===== config.mk =====
export PLATFORM = sky130hd
export DESIGN_NAME = frame_gen_ctrl
export DESIGN_NICKNAME = d
export VERILOG_FILES = /design/src/rtl/frame_gen_ctrl.sv
export SDC_FILE = /design/constraint.sdc
export NUM_CORES = 1
export LEC_CHECK = 0
export ABC_AREA = 0
export CAP_MARGIN = 40
export CORE_ASPECT_RATIO = 0.6
export CORE_MARGIN = 3
export CORE_UTILIZATION = 46
export DETAILED_ROUTE_END_ITERATION = 10
export PLACE_DENSITY_LB_ADDON = 0.1
export SLEW_MARGIN = 40
export SYNTH_ARGS = -nofsm -noshare
export SYNTH_HDL_FRONTEND = slang
export SYNTH_SLANG_ARGS = --single-unit

===== constraint.sdc =====
create_clock -name clk -period 3.5 [get_ports clk]
set_clock_uncertainty 0.1 [all_clocks]
set_input_delay 0.35 -clock clk [delete_from_list [all_inputs] [get_ports clk]]
set_output_delay 0.35 -clock clk [all_outputs]
set_load 0.005 [all_outputs]

===== src/rtl/frame_gen_ctrl.sv =====
// frame_gen_ctrl: sequences the RGB pattern generator's timing preset and pattern mode,
// applying changes only at frame boundaries and holding the generator in reset while new timing settles.
module frame_gen_ctrl #(
    parameter int RST_CYCLES = 4,
    parameter int TIMEOUT    = 2**22,
    parameter int FPP_W      = 8
) (
    input  logic             clk,
    input  logic             reset,
    input  logic             vsync_n,
    input  logic             auto_en,
    input  logic [3:0]       mode_in,
    input  logic [FPP_W-1:0] frames_per_pattern,
    input  logic             cfg_req,
    input  logic [1:0]       cfg_sel,
    output logic             cfg_ack,
    output logic [3:0]       mode,
    output logic [21:0]      resolution,
    output logic [31:0]      Hfrporch_Vfrporch,
    output logic [31:0]      Hbkporch_Vbkporch,
    output logic [31:0]      Hsyncpulse_Vsyncpulse,
    output logic             gen_reset_n,
    output logic             busy,
    output logic [1:0]       active_preset
);
    localparam int HW = $clog2(RST_CYCLES) + 1;
    localparam int TW = $clog2(TIMEOUT) + 1;
    localparam logic [1:0] RST_HOLD = 2'd0;
    localparam logic [1:0] SETTLE   = 2'd1;
    localparam logic [1:0] RUN      = 2'd2;
    localparam logic [1:0] WAIT_VS  = 2'd3;

    typedef struct packed {
        logic [10:0] w;
        logic [10:0] h;
        logic [8:0]  hf;
        logic [8:0]  hs;
        logic [8:0]  hb;
        logic [5:0]  vf;
        logic [5:0]  vs;
        logic [7:0]  vb;
    } timing_t;

    function automatic timing_t preset_tim(input logic [1:0] p);
        case (p)
            2'd0:    preset_tim = {11'd640,  11'd480,  9'd16, 9'd96,  9'd48,  6'd10, 6'd2, 8'd33};
            2'd1:    preset_tim = {11'd800,  11'd600,  9'd40, 9'd128, 9'd88,  6'd1,  6'd4, 8'd23};
            2'd2:    preset_tim = {11'd1024, 11'd768,  9'd24, 9'd136, 9'd160, 6'd3,  6'd6, 8'd29};
            default: preset_tim = {11'd1280, 11'd1024, 9'd48, 9'd112, 9'd248, 6'd1,  6'd3, 8'd38};
        endcase
    endfunction

    localparam timing_t T0 = preset_tim(2'd0);

    logic [1:0]       state_q, state_d;
    logic [HW-1:0]    hold_q, hold_d;
    logic [TW-1:0]    to_cnt_q, to_cnt_d;
    logic             vs_q;
    logic             gen_q, gen_d;
    logic             ack_q, ack_d;
    logic             busy_q, busy_d;
    logic [1:0]       pend_q, pend_d;
    logic [1:0]       preset_q, preset_d;
    logic [3:0]       mode_q, mode_d;
    logic [FPP_W-1:0] fcnt_q, fcnt_d;
    logic [FPP_W-1:0] fpp_last;
    timing_t          tim_q, tim_d;
    logic             bnd, to_hit, load;

    always_comb begin
        bnd      = vs_q & ~vsync_n & gen_q;
        to_hit   = to_cnt_q == TW'(TIMEOUT - 1);
        state_d  = state_q;
        hold_d   = '0;
        gen_d    = gen_q;
        ack_d    = 1'b0;
        pend_d   = pend_q;
        load     = 1'b0;
        case (state_q)
            RST_HOLD: begin
                hold_d = hold_q + 1'b1;
                if (hold_q == HW'(RST_CYCLES - 1)) begin
                    state_d = SETTLE;
                    gen_d   = 1'b1;
                    hold_d  = '0;
                end
            end
            SETTLE: state_d = (bnd || to_hit) ? RUN : SETTLE;
            RUN: begin
                if (cfg_req) begin
                    ack_d   = 1'b1;
                    pend_d  = cfg_sel;
                    state_d = WAIT_VS;
                end
            end
            default: begin
                if (bnd || to_hit) begin
                    load    = 1'b1;
                    gen_d   = 1'b0;
                    state_d = RST_HOLD;
                end
            end
        endcase
        preset_d = load ? pend_q : preset_q;
        tim_d    = load ? preset_tim(pend_q) : tim_q;
        // The wait counter only runs while staying in a boundary-waiting state, so it starts at 0 on entry.
        to_cnt_d = ((state_q == SETTLE || state_q == WAIT_VS) && state_d == state_q) ? to_cnt_q + 1'b1 : '0;
        busy_d   = state_d != RUN;
    end

    always_comb begin
        fpp_last = (frames_per_pattern == '0) ? '0 : frames_per_pattern - 1'b1;
        mode_d   = mode_q;
        fcnt_d   = fcnt_q;
        if (bnd && (state_q == RUN || state_q == WAIT_VS)) begin
            if (!auto_en) begin
                mode_d = mode_in;
                fcnt_d = '0;
            end else if (fcnt_q >= fpp_last) begin
                mode_d = (mode_q == 4'd7) ? 4'd0 : mode_q + 4'd1;
                fcnt_d = '0;
            end else begin
                fcnt_d = fcnt_q + 1'b1;
            end
        end
    end

    always_ff @(posedge clk) begin
        vs_q <= vsync_n;
        if (reset) begin
            state_q  <= RST_HOLD;
            hold_q   <= '0;
            to_cnt_q <= '0;
            gen_q    <= 1'b0;
            ack_q    <= 1'b0;
            busy_q   <= 1'b1;
            pend_q   <= 2'd0;
            preset_q <= 2'd0;
            mode_q   <= 4'd0;
            fcnt_q   <= '0;
            tim_q    <= T0;
        end else begin
            state_q  <= state_d;
            hold_q   <= hold_d;
            to_cnt_q <= to_cnt_d;
            gen_q    <= gen_d;
            ack_q    <= ack_d;
            busy_q   <= busy_d;
            pend_q   <= pend_d;
            preset_q <= preset_d;
            mode_q   <= mode_d;
            fcnt_q   <= fcnt_d;
            tim_q    <= tim_d;
        end
    end

    assign cfg_ack               = ack_q;
    assign mode                  = mode_q;
    assign gen_reset_n           = gen_q;
    assign busy                  = busy_q;
    assign active_preset         = preset_q;
    assign resolution            = {tim_q.w, tim_q.h};
    assign Hfrporch_Vfrporch     = {7'b0, tim_q.hf, 10'b0, tim_q.vf};
    assign Hbkporch_Vbkporch     = {7'b0, tim_q.hb, 8'b0, tim_q.vb};
    assign Hsyncpulse_Vsyncpulse = {7'b0, tim_q.hs, 10'b0, tim_q.vs};
endmodule


==> Word level (Yosys, flattened, before mapping) <==
Index checks and enable logic that the tools add are counted.
{ "word_totals": {"ff_bits": 117, "latch_bits": 0, "ramBits": 0, "mem_bits_ro": 0, "input_bits": 19, "out_inout_bits": 127, "wordCells": 79, "n_memories": 0} }
{ "classes": {"n_addsub": 5, "n_mul": 0, "div": 0, "n_lt_le_gt_ge": 1, "n_eq_ne": 12, "shifts": 0, "muxes": 18, "bitwise": 7, "n_reduce_logical": 17} }
{ "ops": {"columns": ["op", "n"], "rows": [
  ["$pmux 69 s3", 1],
  ["$mux 8", 3],
  ["$add 23x1->23 const B", 1],
  ["$eq 23x22->1 const B", 1],
  ["$mux 4", 3],
  ["$add 8x1->8 const B", 1],
  ["$ge 8x8->1", 1],
  ["$logic_not 8->1", 1],
  ["$mux 2", 4],
  ["$sub 8x1->8 const B", 1],
  ["$eq 2x2->1 const B", 3],
  ["$pmux 2 s3", 1],
  ["$reduce_or 2->1", 3],
  ["$reduce_or 3->1", 2],
  ["$mux 1", 5],
  ["$not 1->1", 5],
  ["$add 4x1->4 const B", 1],
  ["$eq 2x1->1 const B", 2],
  ["$eq 4x3->1 const B", 1],
  ["$logic_not 2->1", 2],
  ["$ne 2x2->1 const B", 2],
  ["$reduce_and 2->1", 2],
  ["$add 3x1->3 const B", 1],
  ["$eq 3x2->1 const B", 1],
  ["other kinds (8)", 12]
]} }

==> Depth between registers and ports, before layout <==
Gate-level depths: netlist of run 1.
{ "depth": {"word_depth": 10, "depth_mapped": 12, "depth_no_buf": 12} }

==> Worst setup path before layout of run 1 <==
No wires, ideal clock.
{ "synth_timing": {"path_kind": "in2reg", "startpoint": "in frames_per_pattern[0]", "endpoint": "reg mode_q[0], in the netlist mode[0]", "setup_ns": 0.091, "arrival_ns": 2.794, "required_ns": 3.309, "path_slack_ns": 0.515, "stages": 12, "path_buffers": 0, "cell_sequence": "inv_1 -> ha_1 -> nor2b_1 -> nand3b_1 -> or3_1 -> nand2_1 -> ha_1 -> and4_1 -> a211o_1 -> a311oi_1 -> nor2_1 -> a311oi_1"} }
{ "synth_between": {"elab_chain_cells": 5, "elab_cells_between_ends": 6, "classes_between": "add/sub: 1; order compare: 1; eq/ne: 1; mux: 1; reduce/logical: 2"} }
{ "synth_lines": {"columns": ["item", "line", "rtl"], "rows": [
  ["start, declared", "13", "input logic [FPP_W-1:0] frames_per_pattern,"],
  ["$sub 8x1->8 or $logic_not 8->1 (tied branches)", "112", "fpp_last = (frames_per_pattern == '0) ? '0 : frames_per_pattern - 1'b1;"],
  ["$mux 8 *", "112", null],
  ["$ge 8x8->1 *", "119", "end else if (fcnt_q >= fpp_last) begin"],
  ["$ne 2x1->1 (no line) *", null, null],
  ["$reduce_and 2->1 (no line) *", null, null],
  ["end signal, assigned", "151", "mode_q <= mode_d;"],
  ["end, declared", "64", "logic [3:0] mode_q, mode_d;"]
]} }
Every way passes the cells marked *; elsewhere a longest branch is shown, timed or not.
A chain may end at the register's enable or synchronous reset.

==> Worst setup path after layout of run 1 <==
Ends and elaborated chain as after synthesis.

==> summary.txt, run 1 <==
CTS
  • TritonCTS clock tree: built
  • Number of sinks driven by the clock tree: between 60 and 70
  • Maximum clock insertion buffer count: 2
  • Skew-Pair Late Insertion Delay: around 0.33 ns
  • CTS clk-pin slew, worst paths: roughly 0.05 ns
  • Number of buffers created by CTS: 9
  • Clock Tree Root: clkbuf_16
  • CTS hold repair buffers: 0
  • Post-CTS setup-driven buffer insertion count: 0
  • Number of instances resized during post-cts repair: 0
  • Number of levels the H-tree was split into: 3

Outcome
  • Outcome: completed

Synthesis
  • Yosys top cell area share: just under 30%
  • Leading cell types by total area after synthesis: dfxtp_1, buf_4, ha_1
  • Netlist cell types: 54
  • EDFF count, synth: 0
  • Dominant cell by count in the synthesized netlist: buf_4
  • Ys flop type: dfxtp_1
  • Synth Instances: 480
  • Proportion of synthesized chip area in sequential cells: 29.1%
  • Total of warnings raised by yosys: 0
  • Fraction of synthesis flops using an asynchronous set or reset pin: 0%
  • Average instance area after synthesis: roughly 8.9 um2
  • Flops & latches, synth: 62
  • Synth Cell Area: 4270 um2
  • Top cells by count, synth: buf_4, dfxtp_1, ha_1, nor2_1
  • Post-synth top area cell: dfxtp_1

Power
  • Worst vdd rail ir drop: ~0.00027 V
  • Static Leak: between 1.5 and 2 nW
  • Total Power Consumption: between 2 and 2.5 mW
  • Power Dens Cells: about 450 nW/um2

Route
  • Routed wire length per instance: about 13 um
  • Residual antenna-violating net count after detailed routing: 0
  • Via count: 3213
  • Post-route DRC: 0
  • Via count normalized by instance count: between 4 and 5
  • First-pass iteration count of the detailed router: 4
  • Initial detailed-routing violation count: 183
  • Final WL: between 8 and 9 mm

Cells and area
  • Net count, final: 573
  • Final Core Density: between 50% and 60%
  • Layout cells sized above 1: around a tenth
  • Post-route design area: 4880 um2
  • Synth-to-layout area growth: 14.4%
  • Antenna cell count: 0

Timing
  • Number of hold violations in the final report: 0
  • Max-slew headroom: between 50% and 60%
  • Min Tclk post-route: 3.25 ns
  • Final Slew Violations: 0
  • Number of endpoints failing setup at the final stage: 0
  • Measured slew at the worst slew-check pin: 0.717 ns
  • Max Fclk: 308 MHz
  • Share of the clock period used by the worst path after layout: between 90 and 100%
  • Worst hold slack: roughly 0.33 ns
  • Total negative slack for setup checks: 0 ns
  • Unrepaired setup endpoints after global routing: false

Global route
  • Combined global-route utilization of all metal layers: 16.3%
  • Pin count of the biggest net entering global routing: between 40 and 50
  • First-pass GRT wire length: ~14 mm
  • Antenna violations before repair: 0
  • Total overflow reported by the global router: 0
  • Number of global-route vias before repair: roughly 2800

Worst setup path
  • Category of the most critical setup path: input port to register
  • Type of element launching the critical path: input port
  • Critical path peak fanout: 10
  • Required time of the worst setup path: about 3.6 ns
  • Critical register-to-register path endpoint: to_cnt_q[21]
  • Worst reg-to-reg setup slack: roughly 0.73 ns
  • Launching instance or port of the critical path: frames_per_pattern[0]
  • Timing endpoint of the critical path: mode[0]
  • Number of cells traversed by the worst register-to-register path: 7
  • Worst path arrival time: about 3.4 ns
  • R2R Path Start: to_cnt_q[0]
  • Worst setup EP type: register

Die
  • Row count: 26
  • I/O pin total: 146
  • DIE AREA: around 11000 um2
  • Starting density of the core: 48.8%
  • Die height: just over 80 um
  • Width of the die: 130 um
  • Placeable core area: 8750 um2

Placement
  • GPL Wtd Cong: between 0.7 and 0.8
  • Final HPWL DP: between 6 and 7 mm
  • Standard cell area after detailed placement: 4570 um2
  • Port Buf Inserts: 65

Worst hold path
  • Tightest Hold Check Type: register to register

Run
  • Number of max-capacitance violations reported: 0
-- critical path: stages --
cell,delay [ns]
clkdlybuf4s50_1,0.42
inv_1,0.08
ha_1,0.17
nor2b_1,0.18
nand3b_1,0.10
or3_1,0.39
nand2_1,0.09
ha_1,0.23
and4_1,0.22
a211o_1,0.30
a311oi_1,0.35
nor2_1,0.25
a311oi_1,0.25
-- per-stage QoR --
step,instances,worst slack (ns)
final,643,0.252
after CTS,643,0.260
after floorplan,559,0.515
after global routing,643,0.00954
after detailed placement,628,-0.0851
after global placement,628,0.0292
-- final cells by class --
cell class                      instances  area [um2]
Timing Repair Buffer                   75         726
Fill cell                             797        3870
Sequential cell                        62        1240
Clock buffer                           10         229
Inverter                               16        60.1
Clock inverter                          5        75.1
Multi-Input combinational cell        363        2410
Tap cell                              112         140
-- sequential cells by signal, summed over array words and instances, names as in the netlist, 2 cells and up --
signal	count
Hbkporch_Vbkporch	2
mode	4
state_q	2
hold_q	3
Hfrporch_Vfrporch	2
to_cnt_q	23
active_preset	2
Hsyncpulse_Vsyncpulse	3
fcnt_q	8
resolution	7
pend_q	2
-- power by group --
part | switching, mW | internal [mW]
clock | 0.297 | 0.614
combinational | 0.337 | 0.171
sequential | 0.0391 | 0.741
total | 0.673 | 1.53
-- routing by layer --
layer / vias to the layer above / GRT usage, % / part of all wire (%)
met5: - / 0 / 0
met4: 0 / 4.11 / 0.76
met3: 6 / 5.12 / 8.1
met2: 126 / 22.8 / 41
met1: 1481 / 23.8 / 50
li1: 1600 / - / -
-- logic make-up (layout without fill, tap and decap cells) --
family	Yosys count	count (layout)	synth area share [%]
and+or+nand+nor	150	150	23.3
AOI/OAI and AO/OA	69	69	10.2
other	1	80	0.0879
xor gates and xnor gates	31	31	6.36
adders and majority gates	27	27	7.92
buffers and inverters	134	106	21.6
muxes	6	6	1.41
DFF	62	62	29.1
-- worst min path at each step --
| stage | start | end | slack (ns) | cells after the start |
|---|---|---|---|---|
| after floorplan | vsync_n | vs_q | 0.28 | 0 |
| after global placement | hold_q[0] | hold_q[0] | 0.32 | 1 |
| after detailed placement | hold_q[0] | hold_q[0] | 0.33 | 1 |
| after CTS | hold_q[0] | hold_q[0] | 0.33 | 1 |
| after global routing | hold_q[0] | hold_q[0] | 0.34 | 1 |
| final | hold_q[0] | hold_q[0] | 0.33 | 1 |
-- cell usage in the layout (no fill, tap or decap), drive strengths merged, types with 3 or more instances in the layout --
cell type | Yosys | layout
conb | 1 | 80
clkdlybuf4s50 | 0 | 65
dfxtp | 62 | 62
nor2 | 27 | 27
ha | 27 | 27
nor4 | 26 | 26
a21oi | 22 | 22
xor2 | 22 | 22
o21ai | 21 | 21
nand2 | 19 | 19
nand3 | 19 | 19
inv | 16 | 16
nand4 | 15 | 15
nor3 | 12 | 12
buf | 111 | 10
clkbuf | 6 | 10
xnor2 | 9 | 9
a211oi | 8 | 8
nor2b | 7 | 7
mux2i | 6 | 6
nand3b | 4 | 4
nand2b | 4 | 4
and4 | 3 | 3
clkinv | 0 | 3
(Power assumes the default switching activity.)
==> run 2: changes to the inputs <==
--- a/config.mk
+++ b/config.mk
@@ -8,7 +8,6 @@
 export ABC_AREA = 0
 export CAP_MARGIN = 40
 export CORE_ASPECT_RATIO = 0.6
-export CORE_MARGIN = 3
 export CORE_UTILIZATION = 46
 export DETAILED_ROUTE_END_ITERATION = 10
 export PLACE_DENSITY_LB_ADDON = 0.1
==> run 2 against run 1 <==
  * Total power fell by 0.79%
  * Sequential power hardly changed
  * Utilization increased by 0.10 points
  * Clock power decreased by 2.4%
  * First-iteration DRC count shrank 3.3%
  * Critical path depth unchanged
  * Sequential cell count is the same
  * Largest power group unchanged
  * Cell count is 0.31% higher
  * Design area is 0.18% higher
  * Clock-buffer cell count grew 2
  * Global-route usage grew 1.3 points
  * Non-clock buffer count rose by 1
==> summary.txt, run 2 (synthesis gave the netlist of run 1 again) <==
Timing
  • Worst hold slack: 0.340 ns (was 0.328 ns)
  • Least setup slack across all paths after layout: 0.316 ns (was 0.252 ns)
  • Share of the clock period used by the worst path after layout: 91.0% (was 92.8%)
  • Min Tclk post-route: 3.18 ns (was 3.25 ns)
  • Number of hold violations in the final report: 0 (unchanged)
  • Max Fclk: 314 MHz (was 308 MHz)
  • Number of endpoints failing setup at the final stage: 0 (unchanged)
  • Final Slew Violations: 0 (unchanged)
  • Max-slew headroom: 51.2% (was 52.2%)
  • Measured slew at the worst slew-check pin: 0.726 ns (was 0.717 ns)
  • Unrepaired setup endpoints after global routing: false (unchanged)

Worst setup path
  • Worst reg-to-reg setup slack: 0.78 ns (was 0.73 ns)
  • Worst path arrival time: 3.32 ns (was 3.39 ns)
  • R2R Path Start: to_cnt_q[0] (unchanged)
  • Number of cells traversed by the worst register-to-register path: 7 (unchanged)
  • Type of element launching the critical path: input port (unchanged)
  • Critical path peak fanout: 10 (unchanged)
  • Timing endpoint of the critical path: mode[0] (unchanged)
  • Critical register-to-register path endpoint: to_cnt_q[20] (was to_cnt_q[21])
  • Category of the most critical setup path: input port to register (unchanged)
  • Worst setup EP type: register (unchanged)
  • Launching instance or port of the critical path: frames_per_pattern[0] (unchanged)
  • Required time of the worst setup path: 3.63 ns (was 3.64 ns)

CTS
  • CTS hold repair buffers: 0 (unchanged)
  • Clock Tree Root: clkbuf_16 (unchanged)
  • Skew-Pair Late Insertion Delay: 0.32 ns (was 0.33 ns)
  • Number of sinks driven by the clock tree: 62 (unchanged)
  • CTS clk-pin slew, worst paths: 0.05 ns (about the same)
  • Post-CTS setup-driven buffer insertion count: 0 (unchanged)
  • Maximum clock insertion buffer count: 2 (unchanged)
  • Number of levels the H-tree was split into: 3 (unchanged)
  • TritonCTS clock tree: built (unchanged)
  • Number of buffers created by CTS: 9 (unchanged)

Route
  • Residual antenna-violating net count after detailed routing: 0 (unchanged)
  • Final WL: 8.37 mm (was 8.68 mm)
  • Via count: 3262 (was 3213)
  • Routed wire length per instance: 13.0 um (was 13.5 um)
  • Initial detailed-routing violation count: 177 (was 183)
  • Via count normalized by instance count: 5.06 (was 5.00)
  • Post-route DRC: 0 (unchanged)
  • First-pass iteration count of the detailed router: 4 (unchanged)

Global route
  • Antenna violations before repair: 0 (unchanged)
  • Number of global-route vias before repair: 2789 (was 2812)
  • First-pass GRT wire length: 13.7 mm (about the same)
  • Pin count of the biggest net entering global routing: 26 (was 46)
  • Total overflow reported by the global router: 0 (unchanged)
  • Combined global-route utilization of all metal layers: 17.6% (was 16.3%)

Run
  • Number of max-capacitance violations reported: 0 (unchanged)

Cells and area
  • Synth-to-layout area growth: 14.6% (was 14.4%)
  • Reg with most FFs: to_cnt_q (unchanged)
  • Commonest cells after routing, fill and taps aside: conb_1, clkdlybuf4s50_1, dfxtp_1, ha_1, nor2_1 (was conb_1, clkdlybuf4s50_1, dfxtp_1, nor2_1, ha_1)
  • Antenna cell count: 0 (unchanged)
  • Layout cells sized above 1: 10.7% (was 10.2%)
  • Final Core Density: 55.9% (was 55.8%)
  • Net count, final: 574 (was 573)
  • Leading cell type in the layout, fill and taps excluded: conb_1 (unchanged)
  • Number of flip-flops in the largest register: 23 (unchanged)

Die
  • Row count: 26 (unchanged)
  • Width of the die: 126 um (was 130 um)
  • DIE AREA: 9680 um2 (was 10500 um2)
  • Starting density of the core: 48.8% (unchanged)
  • Die height: 76.6 um (was 80.6 um)
  • I/O pin total: 146 (unchanged)
  • Placeable core area: 8750 um2 (unchanged)

Placement
  • Port Buf Inserts: 65 (unchanged)
  • GPL Wtd Cong: 0.789 (was 0.794)
  • Placement-stage worst setup slack: -0.164 ns (was -0.0851 ns)
  • Final HPWL DP: 6.16 mm (was 6.49 mm)

Worst hold path
  • Tightest Hold Check Type: register to register (unchanged)
  • Number of instances on the worst hold path: 1 (unchanged)

Outcome
  • Outcome: completed (unchanged)

Power
  • Worst vdd rail ir drop: 0.000393 V (was 0.000274 V)
  • Static Leak: 1.86 nW (about the same)
  • Power Dens Cells: 446 nW/um2 (was 451 nW/um2)
## run 2: cell types whose count changed in the layout (fill, tap and decap cells not counted), sizes merged
cell | before | now
clkbuf | 10 | 12
bufinv | 2 | 1
buf | 10 | 11
## run 2: cell type report
| type | count | area [um2] |
|---|---|---|
| Multi-Input combinational cell | 363 | 2410 |
| Clock buffer | 12 | 256 |
| Sequential cell | 62 | 1240 |
| Clock inverter | 4 | 45.0 |
| Tap cell | 112 | 140 |
| Timing Repair Buffer | 76 | 733 |
| Inverter | 16 | 60.1 |
| Fill cell | 750 | 3860 |
## run 2: worst min-delay path by stage
stage	slack, ns	start	end
2_1_floorplan	0.28	vsync_n	vs_q
6_report	0.34	hold_q[0]	hold_q[0]
3_5_place_dp	0.33	hold_q[0]	hold_q[0]
3_3_place_gp	0.32	hold_q[0]	hold_q[0]
5_1_grt	0.36	hold_q[0]	hold_q[0]
4_1_cts	0.34	hold_q[0]	hold_q[0]
## run 2: timing repair
| item | 4_1_cts | 5_1_grt |
|---|---|---|
| endpoints found under the setup margin | 0 | 11 |
| gates resized for setup | 0 | 3 |
| endpoints found under the hold margin | 0 | 0 |
## run 2: power breakdown
part	total [mW]	switching, mW	internal (mW)
sequential	0.779	0.0385	0.741
clock	0.890	0.304	0.586
combinational	0.513	0.338	0.175
## run 2: critical path, stage by stage
cell and delay, ns:
clkdlybuf4s50_1 0.42, inv_1 0.08, ha_1 0.16, nor2b_2 0.19, nand3b_1 0.11, or3_1 0.39
nand2_1 0.09, ha_1 0.23, and4_1 0.23, a211o_1 0.32, a311oi_2 0.32, nor2_2 0.16
a311oi_1 0.25
## run 2: per-stage QoR
stage | power (mW) | instances | cell area [um2] | setup TNS (ns)
after global placement | 1.29 | 629 | 4580 | -0.0139
after CTS | 2.20 | 645 | 4880 | 0
after global routing | 2.29 | 645 | 4890 | 0
after floorplan | 1.23 | 559 | 4560 | 0
after detailed placement | 1.30 | 629 | 4580 | -0.904
final | 2.18 | 645 | 4890 | 0
## run 2: per-layer routing
metal / global-route usage [%] / wire (um)
met1: 25.2 / 4220
met2: 25.4 / 3630
met3: 5.55 / 484
met4: 3.86 / 42
met5: 0 / 0
